### src/rtl/line_draw_pkg.sv
// line_draw_pkg: shared types and constants for the line-draw arbiter.
// Coordinate widths, the latched line command record, the arbiter FSM
// state encoding and a round-robin pointer helper.
package line_draw_pkg;

  localparam int XW     = 11;
  localparam int YW     = 10;
  // Color field is stored at this width; the arbiter truncates to COLOR_W.
  localparam int CW_MAX = 32;

  typedef struct packed {
    logic [XW-1:0]     x0;
    logic [YW-1:0]     y0;
    logic [XW-1:0]     x1;
    logic [YW-1:0]     y1;
    logic [CW_MAX-1:0] color;
  } line_cmd_t;

  typedef enum logic [1:0] {
    IDLE   = 2'd0,
    LAUNCH = 2'd1,
    DRAW   = 2'd2,
    ACK    = 2'd3
  } arb_state_t;

  // Advance a requester index by one, wrapping at n.
  function automatic int wrap_inc(input int idx, input int n);
    return (idx + 1 >= n) ? 0 : idx + 1;
  endfunction

endpackage

### src/rtl/rr_arbiter.sv
// rr_arbiter: combinational round-robin picker.
// Scans req starting at rr_ptr upward with wrap and returns the first set
// bit as a one-hot grant plus its index. valid is low when req is zero.
module rr_arbiter #(
  parameter int N  = 4,
  parameter int IW = 2
) (
  input  logic [N-1:0]  req,
  input  logic [IW-1:0] rr_ptr,
  output logic [N-1:0]  grant,
  output logic [IW-1:0] index,
  output logic          valid
);

  // Priority scan from rr_ptr; the first hit masks all later candidates.
  always_comb begin
    logic [IW-1:0] cand;
    logic          hit;
    grant = {N{1'b0}};
    index = {IW{1'b0}};
    valid = 1'b0;
    cand  = {IW{1'b0}};
    hit   = 1'b0;
    for (int k = 0; k < N; k++) begin
      cand        = IW'((32'(rr_ptr) + 32'(k)) % 32'(N));
      hit         = req[cand] & ~valid;
      grant[cand] = grant[cand] | hit;
      index       = hit ? cand : index;
      valid       = valid | hit;
    end
  end

endmodule

### src/rtl/line_draw_arbiter.sv
// line_draw_arbiter: shares one Bresenham engine among N_REQ requesters.
// Round-robin grant, one-cycle engine launch, plot stream forwarded as
// framebuffer writes tagged with color and owner, one-cycle ack per line.
// Optional statistics outputs (last_len, line_total) are built when the
// macro LINE_DRAW_ARB_STATS_EN is defined.
module line_draw_arbiter
  import line_draw_pkg::*;
#(
  parameter int  N_REQ   = 4,
  parameter int  COLOR_W = 16,
  localparam int ID_W    = $clog2(N_REQ)
) (
  input  logic                     clk,
  input  logic                     reset,
  input  logic [N_REQ-1:0]         req,
  input  logic [N_REQ*XW-1:0]      req_x0,
  input  logic [N_REQ*YW-1:0]      req_y0,
  input  logic [N_REQ*XW-1:0]      req_x1,
  input  logic [N_REQ*YW-1:0]      req_y1,
  input  logic [N_REQ*COLOR_W-1:0] req_color,
  output logic [N_REQ-1:0]         ack,
  output logic                     eng_start,
  output logic [XW-1:0]            eng_x0,
  output logic [XW-1:0]            eng_x1,
  output logic [YW-1:0]            eng_y0,
  output logic [YW-1:0]            eng_y1,
  input  logic                     eng_plot,
  input  logic [XW-1:0]            eng_x,
  input  logic [YW-1:0]            eng_y,
  input  logic                     eng_done,
  output logic                     pix_we,
  output logic [XW-1:0]            pix_x,
  output logic [YW-1:0]            pix_y,
  output logic [COLOR_W-1:0]       pix_color,
  output logic [ID_W-1:0]          pix_owner,
  output logic                     busy
`ifdef LINE_DRAW_ARB_STATS_EN
  ,
  output logic [10:0]              last_len,
  output logic [15:0]              line_total
`endif
);

  arb_state_t        state_r;
  arb_state_t        state_s;
  logic [ID_W-1:0]   rr_ptr_r;
  logic [ID_W-1:0]   owner_r;
  logic [N_REQ-1:0]  owner_oh_r;
  line_cmd_t         cmd_r;
  line_cmd_t         win_cmd_s;
  logic [N_REQ-1:0]  win_grant_s;
  logic [ID_W-1:0]   win_idx_s;
  logic              win_valid_s;
  logic              grant_s;
  logic              plot_s;

  rr_arbiter #(
    .N  (N_REQ),
    .IW (ID_W)
  ) u_rr (
    .req    (req),
    .rr_ptr (rr_ptr_r),
    .grant  (win_grant_s),
    .index  (win_idx_s),
    .valid  (win_valid_s)
  );

  // A grant happens only from IDLE; plots count only while drawing.
  assign grant_s = (state_r == IDLE) && win_valid_s;
  assign plot_s  = (state_r == DRAW) && eng_plot;

  // Engine coordinates come straight from the latched command, so they hold
  // from launch until the next grant overwrites the latch.
  assign eng_x0 = cmd_r.x0;
  assign eng_y0 = cmd_r.y0;
  assign eng_x1 = cmd_r.x1;
  assign eng_y1 = cmd_r.y1;

  // Select the winning requester's command slice.
  always_comb begin
    win_cmd_s       = '0;
    win_cmd_s.x0    = req_x0[int'(win_idx_s)*XW +: XW];
    win_cmd_s.y0    = req_y0[int'(win_idx_s)*YW +: YW];
    win_cmd_s.x1    = req_x1[int'(win_idx_s)*XW +: XW];
    win_cmd_s.y1    = req_y1[int'(win_idx_s)*YW +: YW];
    win_cmd_s.color = CW_MAX'(req_color[int'(win_idx_s)*COLOR_W +: COLOR_W]);
  end

  // Next-state logic; engine strobes outside DRAW are ignored here.
  always_comb begin
    state_s = state_r;
    case (state_r)
      IDLE: begin
        if (win_valid_s) begin
          state_s = LAUNCH;
        end else begin
          state_s = IDLE;
        end
      end
      LAUNCH: state_s = DRAW;
      DRAW: begin
        if (eng_done) begin
          state_s = ACK;
        end else begin
          state_s = DRAW;
        end
      end
      ACK:     state_s = IDLE;
      default: state_s = IDLE;
    endcase
  end

  // State register, round-robin pointer and command latch.
  always_ff @(posedge clk) begin
    if (reset) begin
      state_r    <= IDLE;
      rr_ptr_r   <= {ID_W{1'b0}};
      owner_r    <= {ID_W{1'b0}};
      owner_oh_r <= {N_REQ{1'b0}};
      cmd_r      <= '0;
    end else begin
      state_r <= state_s;
      if (state_r == ACK) begin
        rr_ptr_r <= ID_W'(wrap_inc(int'(owner_r), N_REQ));
      end
      if (grant_s) begin
        cmd_r      <= win_cmd_s;
        owner_r    <= win_idx_s;
        owner_oh_r <= win_grant_s;
      end
    end
  end

  // Control strobes registered from the next state so they line up with it.
  always_ff @(posedge clk) begin
    if (reset) begin
      eng_start <= 1'b0;
      busy      <= 1'b0;
      ack       <= {N_REQ{1'b0}};
    end else begin
      eng_start <= (state_s == LAUNCH);
      busy      <= (state_s != IDLE);
      ack       <= (state_s == ACK) ? owner_oh_r : {N_REQ{1'b0}};
    end
  end

  // Forward each engine plot as a framebuffer write one cycle later.
  always_ff @(posedge clk) begin
    if (reset) begin
      pix_we    <= 1'b0;
      pix_x     <= {XW{1'b0}};
      pix_y     <= {YW{1'b0}};
      pix_color <= {COLOR_W{1'b0}};
      pix_owner <= {ID_W{1'b0}};
    end else begin
      pix_we <= plot_s;
      if (plot_s) begin
        pix_x     <= eng_x;
        pix_y     <= eng_y;
        pix_color <= COLOR_W'(cmd_r.color);
        pix_owner <= owner_r;
      end
    end
  end

`ifdef LINE_DRAW_ARB_STATS_EN
  logic [10:0] plot_cnt_r;

  // Count pixels of the current line; publish the count when the line ends.
  always_ff @(posedge clk) begin
    if (reset) begin
      plot_cnt_r <= 11'd0;
      last_len   <= 11'd0;
      line_total <= 16'd0;
    end else begin
      if (state_r == LAUNCH) begin
        plot_cnt_r <= 11'd0;
      end else if (plot_s) begin
        plot_cnt_r <= plot_cnt_r + 11'd1;
      end
      if ((state_r == DRAW) && eng_done) begin
        last_len   <= plot_cnt_r + {10'd0, eng_plot};
        line_total <= line_total + 16'd1;
      end
    end
  end
`endif

endmodule

### config.mk
export PLATFORM = sky130hd
export DESIGN_NAME = line_draw_arbiter
export DESIGN_NICKNAME = d
export VERILOG_FILES = /design/src/rtl/line_draw_pkg.sv /design/src/rtl/rr_arbiter.sv /design/src/rtl/line_draw_arbiter.sv
export SDC_FILE = /design/constraint.sdc
export NUM_CORES = 1
export LEC_CHECK = 0
export CAP_MARGIN = 30
export CORE_MARGIN = 5
export CORE_UTILIZATION = 40
export CTS_CLUSTER_DIAMETER = 60
export DETAILED_ROUTE_END_ITERATION = 7
export PLACE_DENSITY = 0.82
export SLEW_MARGIN = 20
export SYNTH_ARGS = -nofsm -noshare
export SYNTH_HDL_FRONTEND = slang
export SYNTH_HIERARCHICAL = 1
export SYNTH_SLANG_ARGS = --single-unit
### constraint.sdc
create_clock -name clk -period 4.62 [get_ports clk]
set_clock_uncertainty 0.1 [all_clocks]
set_input_delay 0.693 -clock clk [delete_from_list [all_inputs] [get_ports clk]]
set_output_delay 0.693 -clock clk [all_outputs]
set_load 0.01 [all_outputs]
==> results of run 1 <==
## cells by family (layout without fill, tap and decap cells)
kind of cell | Yosys count | in the layout | synth area share [%]
DFF | 114 | 114 | 35.55
AOI/OAI and AO/OA | 137 | 137 | 16.31
adders and majority gates | 9 | 9 | 1.754
and+or+nand+nor | 186 | 186 | 12.49
muxes | 133 | 133 | 22.86
buffers and inverters | 103 | 398 | 11.03
## cells in the final DEF (no fill, tap or decap), drive strengths merged, types with 4 or more instances in the layout
cell type	netlist	final
clkdlybuf4s50	0	347
dfxtp	114	114
nand2	96	96
mux2i	72	72
nor2	63	63
mux2	56	56
a21oi	51	51
a221o	50	50
clkbuf	20	18
inv	8	13
buf	74	11
o21ai	10	10
ha	9	9
a2bb2oi	7	7
and2	7	7
mux4	5	5
nor2b	5	5
a22oi	5	5
nor3	4	4
clkinv	0	4
## state kept, by name, summed over array words and instances (netlist names)
| signal | flops |
|---|---|
| owner_r | 2 |
| eng_x1 | 11 |
| eng_x0 | 11 |
| eng_start | 1 |
| eng_y1 | 10 |
| pix_color | 16 |
| pix_owner | 2 |
| owner_oh_r | 4 |
| ack | 4 |
| pix_y | 10 |
| busy | 1 |
| state_r | 2 |
| pix_x | 11 |
| eng_y0 | 10 |
| rr_ptr_r | 2 |
| pix_we | 1 |
| cmd_r | 16 |
## power by group through the flow
| stage | clock (mW) | sequential (mW) | combinational [mW] |
|---|---|---|---|
| 2_1_floorplan | 0 | 1.30 | 1.06 |
| 3_5_place_dp | 0 | 1.31 | 1.56 |
| 5_1_grt | 1.37 | 1.32 | 1.67 |
| 3_3_place_gp | 0 | 1.31 | 1.54 |
| 4_1_cts | 1.33 | 1.30 | 1.56 |
| 6_report | 1.30 | 1.30 | 1.55 |
## worst max-delay path, cell delays in order, from the launching register on
cell       delay (ns)
dfxtp_1          0.56
inv_1            0.15
ha_1             0.56
mux4_2           0.44
nor3_1           0.29
and2_1           0.20
nor2_1           0.05
a31oi_1          0.16
buf_4            0.18
nand4b_4         0.38
buf_12           0.33
a2bb2oi_1        0.15
o21ai_1          0.11
## how the worst max path moves through the flow
stage	startpoint	end	slack (ns)	cells past startpoint
floorplan	rr_ptr_r[0]	cmd_r[15]	1.42	13
global placement	req[0]	eng_y1[6]	0.70	11
detailed placement	req[0]	eng_y1[4]	0.67	11
CTS	rr_ptr_r[1]	eng_y1[4]	0.86	12
global route	rr_ptr_r[1]	eng_y1[4]	0.57	12
finish	rr_ptr_r[1]	eng_x1[2]	0.88	12
## routing by layer
layer	GRT usage, %	up-vias
li1	-	2960
met2	39.65	240
met1	23.64	2843
met4	8.119	0
met3	8.640	43
met5	0	-
## final cells by class
cell class | instances | area [um2]
fill | 1329 | 5610
timing repair buffer | 358 | 3591
multi-input combinational | 465 | 3451
sequential | 114 | 2282
clock buffer | 18 | 439.2
tap | 216 | 270.3
clock inverter | 14 | 153.9
inverter | 8 | 30.03
==> out/metrics.csv, run 1 <==
stage,metric,value,unit
layout,Post-Route Utilization,64.55,%
floorplanning,Initial Utilization,40.56,%
worst_setup_path,CP Max Fanout,35,
routing,Top Layer Used,met4,
worst_hold_path,Hold Path Cell Cnt,2,
sta,FMAX,0.2671,GHz
routing,Routed Antenna Nets,0,
layout,fin cells,1193,
worst_setup_path,arrival time worst endpoint,3.98,ns
place,Placed Area,0.009624,mm2
global_routing,first-pass GRT wire length,32210,um
clock_tree,clock slew at reported path FFs,0.05,ns
floorplanning,Horiz. Die Dim,136.7,um
routing,Post-Route WL,21370,um
power_and_ir_drop,Design Power,4.145,mW
global_routing,Total GRT Usage,22.20,%
clock_tree,PostCTS Resize Cnt,0,
yosys,syn avg cell area,9.413,um2
worst_setup_path,Critical Path RT,4.86,ns
place,placed insts,1161,
clock_tree,total CTS buffers,17,
clock_tree,CTS Sinks,114,
worst_hold_path,Hold EP,pix_x[8],
sta,post-route clock period utilization,81.03,%
routing,wl on met1,7888,um
place,port bufs,348,
power_and_ir_drop,Seq pwr share,31.3,%
layout,layout cells sized above 1,8.598,%
floorplanning,I/O pins,349,
sta,fin crit period,3.744,ns
worst_setup_path,Worst R2R End,eng_x1[2],
yosys,Syn Nets,952,
yosys,cells after synthesis,682,
floorplanning,row count,46,
routing,drt via density,5.101,
worst_setup_path,worst reg2reg path depth,12,
sta,final worst hold slack,0.3492,ns
clock_tree,Clock Latency Late Sink,0.41,ns
clock_tree,H-tree level count,4,
routing,DRT Pass-1 Iters,6,
layout,post-route cell area,0.01022,mm2
yosys,Syn. warnings,6,
yosys,most common cell in the netlist,dfxtp_1,
global_routing,vias in the first global route,6136,
clock_tree,post-CTS setup buffers,0,
power_and_ir_drop,Psw,1.298,mW
power_and_ir_drop,Sw Share,31.32,%
place,final HPWL from detailed placement,16390,um
sta,slew margin rel.,55.03,%
power_and_ir_drop,peak supply drop,0.2687,mV
global_routing,initial antenna violation count,0,
clock_tree,Clock Path Buffers,2,
routing,metal2 WL,11060,um
sta,RSZ-0062 raised after global routing,false,
sta,Final WS setup,0.8762,ns
layout,area added between synthesis and finish,59.15,%
sta,Setup Viol. Count Final,0,
power_and_ir_drop,Clock Power Share,31.3,%
clock_tree,CTS root buffer,clkbuf_16,
power_and_ir_drop,Logic pwr share,37.4,%
layout,antenna diode count,0,
global_routing,largest net degree at the start of global routing,75,
clock_tree,CTS tree,yes,
worst_setup_path,RR Startpoint,rr_ptr_r[1],
routing,DRC,0,
floorplanning,Die ar.,0.01868,mm2
place,Post-Place Worst Slack,0.6713,ns
worst_hold_path,Hold WC Path Type,flip-flop to flip-flop,
yosys,"EDFF count, synth",0,
power_and_ir_drop,PD cells,405.6,mW/mm2
clock_tree,post-cts hold buffer count,0,
yosys,most area-consuming cells after synthesis,"dfxtp_1, mux2i_1, a221o_1",
worst_hold_path,Hold Crit Start,pix_x[8],
worst_setup_path,Reg2Reg Setup Slack,0.88,ns
yosys,flop and latch count out of synthesis,114,
yosys,Yosys top cell by area,dfxtp_1,
sta,setup_tns,0,ns
run_status,status,completed,
power_and_ir_drop,leakage power,3.813,nW
routing,detailed-route wire length per cell,17.91,um
yosys,sequential-to-total area share from yosys stat,35.55,%
worst_setup_path,kind of critical path,flip-flop to flip-flop,
sta,final hold vios,0,
worst_setup_path,element type at the critical path end,flip-flop,
place,final RePlAce weighted congestion,0.8876,
power_and_ir_drop,Internal Dissipation,2.847,mW
floorplanning,area of the core,0.01583,mm2
yosys,Yosys cell types,49,
floorplanning,Die Y,136.7,um
layout,nets,1234,
routing,DRT iter0 DRCs,291,
global_routing,grt total ovfl,0,
yosys,most instantiated cells after synthesis,"dfxtp_1, nand2_1, mux2i_1",
worst_setup_path,Critical Path Source Type,flip-flop,
routing,Via Count,6086,
routing,met3 wire length,1875,um
yosys,Async SR Flop Fraction,0,%
sta,"Slew Viols, Final",0,
yosys,Synth Cell Area,0.006420,mm2
job,max cap viols,0,
sta,worst slew pin tran,0.6745,ns
yosys,Yosys top cell area share,35.55,%
yosys,top_reg_cell synth,dfxtp_1,
No activity file was read; power rests on OpenSTA's default activity.
==> run 2: changes to the inputs <==
CORE_UTILIZATION = 36   (was 40)
PLACE_DENSITY = 0.78   (was 0.82)
clock period = 3.16 ns   (was 4.62 ns; I/O delays follow)
==> out/metrics.csv, run 2 (same netlist as run 1, synthesis figures left out) <==
stage,metric,value,unit
sta,FMAX,0.3386,GHz
worst_hold_path,Hold WC Path Type,flip-flop to flip-flop,
sta,Setup Viol. Count Final,0,
power_and_ir_drop,peak supply drop,0.4062,mV
place,Post-Place Worst Slack,-0.1153,ns
clock_tree,Clock Latency Late Sink,0.40,ns
place,final RePlAce weighted congestion,0.8635,
worst_setup_path,CP max stage delay,0.54,ns
routing,drt via density,4.982,
worst_setup_path,CP Buf/Inv Count,1,
sta,RSZ-0062 raised after global routing,false,
floorplanning,Initial Utilization,36.86,%
job,max cap viols,0,
clock_tree,CTS tree,yes,
worst_setup_path,critical-path cell list,inv_1 > ha_1 > mux4_2 > mux2_4 > a22oi_1 > o32ai_1 > nor4_1 > o21a_2 > mux2i_1 > nand2_1 > a21oi_1,
power_and_ir_drop,Design Power,6.374,mW
layout,area added between synthesis and finish,66.50,%
clock_tree,post-CTS setup buffers,0,
routing,detailed-route wire length per cell,17.40,um
clock_tree,CTS root buffer,clkbuf_16,
run_status,status,completed,
sta,fin crit period,2.954,ns
layout,antenna diode count,0,
clock_tree,clock slew at reported path FFs,0.05,ns
routing,met3 wire length,1961,um
global_routing,vias in the first global route,6414,
layout,most common library cell in the layout ignoring fill and taps,clkdlybuf4s50_1,
power_and_ir_drop,leakage power,4.071,nW
layout,"commonest non-fill, non-tap cells in the layout","clkdlybuf4s50_1, dfxtp_1, nand2_1, mux2i_1, nor2_1",
worst_setup_path,Critical Path Source Type,flip-flop,
worst_setup_path,element type at the critical path end,flip-flop,
routing,Post-Route WL,21680,um
worst_setup_path,"CP delay by family, top",multiplexers,
place,placed insts,1214,
routing,DRT Pass-1 Iters,4,
layout,layout cells sized above 1,12.44,%
floorplanning,Die ar.,0.02060,mm2
layout,fin cells,1246,
floorplanning,Horiz. Die Dim,143.5,um
global_routing,Total GRT Usage,20.25,%
global_routing,grt total ovfl,0,
global_routing,first-pass GRT wire length,32960,um
floorplanning,I/O pins,349,
worst_setup_path,arrival time worst endpoint,3.12,ns
power_and_ir_drop,PD cells,596.3,mW/mm2
worst_setup_path,Critical Path RT,3.33,ns
routing,Via Count,6207,
clock_tree,Clock Path Buffers,2,
routing,metal2 WL,11170,um
floorplanning,area of the core,0.01742,mm2
sta,post-route clock period utilization,93.47,%
sta,Final WS setup,0.2064,ns
layout,nets,1278,
global_routing,initial antenna violation count,0,
clock_tree,post-cts hold buffer count,0,
worst_setup_path,kind of critical path,flip-flop to flip-flop,
layout,largest registers,"cmd_r x16, pix_color x16",
routing,DRC,0,
clock_tree,PostCTS Resize Cnt,0,
routing,DRT iter0 DRCs,206,
sta,worst slew pin tran,0.7728,ns
sta,slew margin rel.,48.35,%
global_routing,largest net degree at the start of global routing,35,
worst_setup_path,CP Max Fanout,5,
floorplanning,row count,48,
place,final HPWL from detailed placement,17090,um
sta,final hold vios,0,
place,port bufs,348,
clock_tree,CTS Sinks,114,
routing,Routed Antenna Nets,0,
routing,wl on met1,8026,um
sta,"Slew Viols, Final",0,
clock_tree,H-tree level count,4,
worst_setup_path,CP max-delay cell,mux4_2,
routing,Top Layer Used,met4,
clock_tree,total CTS buffers,17,
floorplanning,Die Y,143.5,um
[run 2: area by class of cell]
class | instances | area, um2
Multi-Input combinational cell | 465 | 3457
Inverter | 8 | 30.03
Timing Repair Buffer | 402 | 4021
Fill cell | 1488 | 6728
Sequential cell | 114 | 2282
Tap cell | 225 | 281.5
Clock inverter | 13 | 183.9
Clock buffer | 19 | 432.9
[run 2: metrics by stage]
step / hold WS (ns) / cell area [um2] / TNS, ns / utilization (%)
final: 0.3502 / 10690 / 0 / 61.37
after global routing: 0.3662 / 10690 / 0 / 61.37
after CTS: 0.3537 / 10690 / 0 / 61.37
after detailed placement: 0.3461 / 10070 / -4.019 / 57.83
after global placement: 0.3399 / 10070 / -1.405 / 57.83
after floorplan: 0.3296 / 6426 / 0 / -
[run 2: worst min-delay path: stages (launching register included)]
cell and delay [ns]:
dfxtp_1 0.30, nand2_1 0.05, a21oi_1 0.05
[run 2: layer usage]
layer	vias to the layer above	GRT usage [%]
met5	-	0
met4	0	6.343
met1	2892	22.09
li1	3056	-
met2	228	36.40
met3	31	7.587
[run 2: power by group]
group | leakage (nW) | total [mW] | internal, mW | switching, mW
sequential | 0.933 | 1.90 | 1.73 | 0.168
clock | 0.294 | 2.01 | 1.32 | 0.693
combinational | 2.84 | 2.46 | 1.41 | 1.06
[run 2: final timing paths]
| check | start | end | slack [ns] | cells after the start |
|---|---|---|---|---|
| min | owner_oh_r[0] | owner_oh_r[0] | 0.35 | 2 |
| max reg2reg | rr_ptr_r[0] | owner_oh_r[2] | 0.21 | 11 |
| min reg2reg | owner_oh_r[0] | owner_oh_r[0] | 0.35 | 2 |
| max | rr_ptr_r[0] | owner_oh_r[2] | 0.21 | 11 |
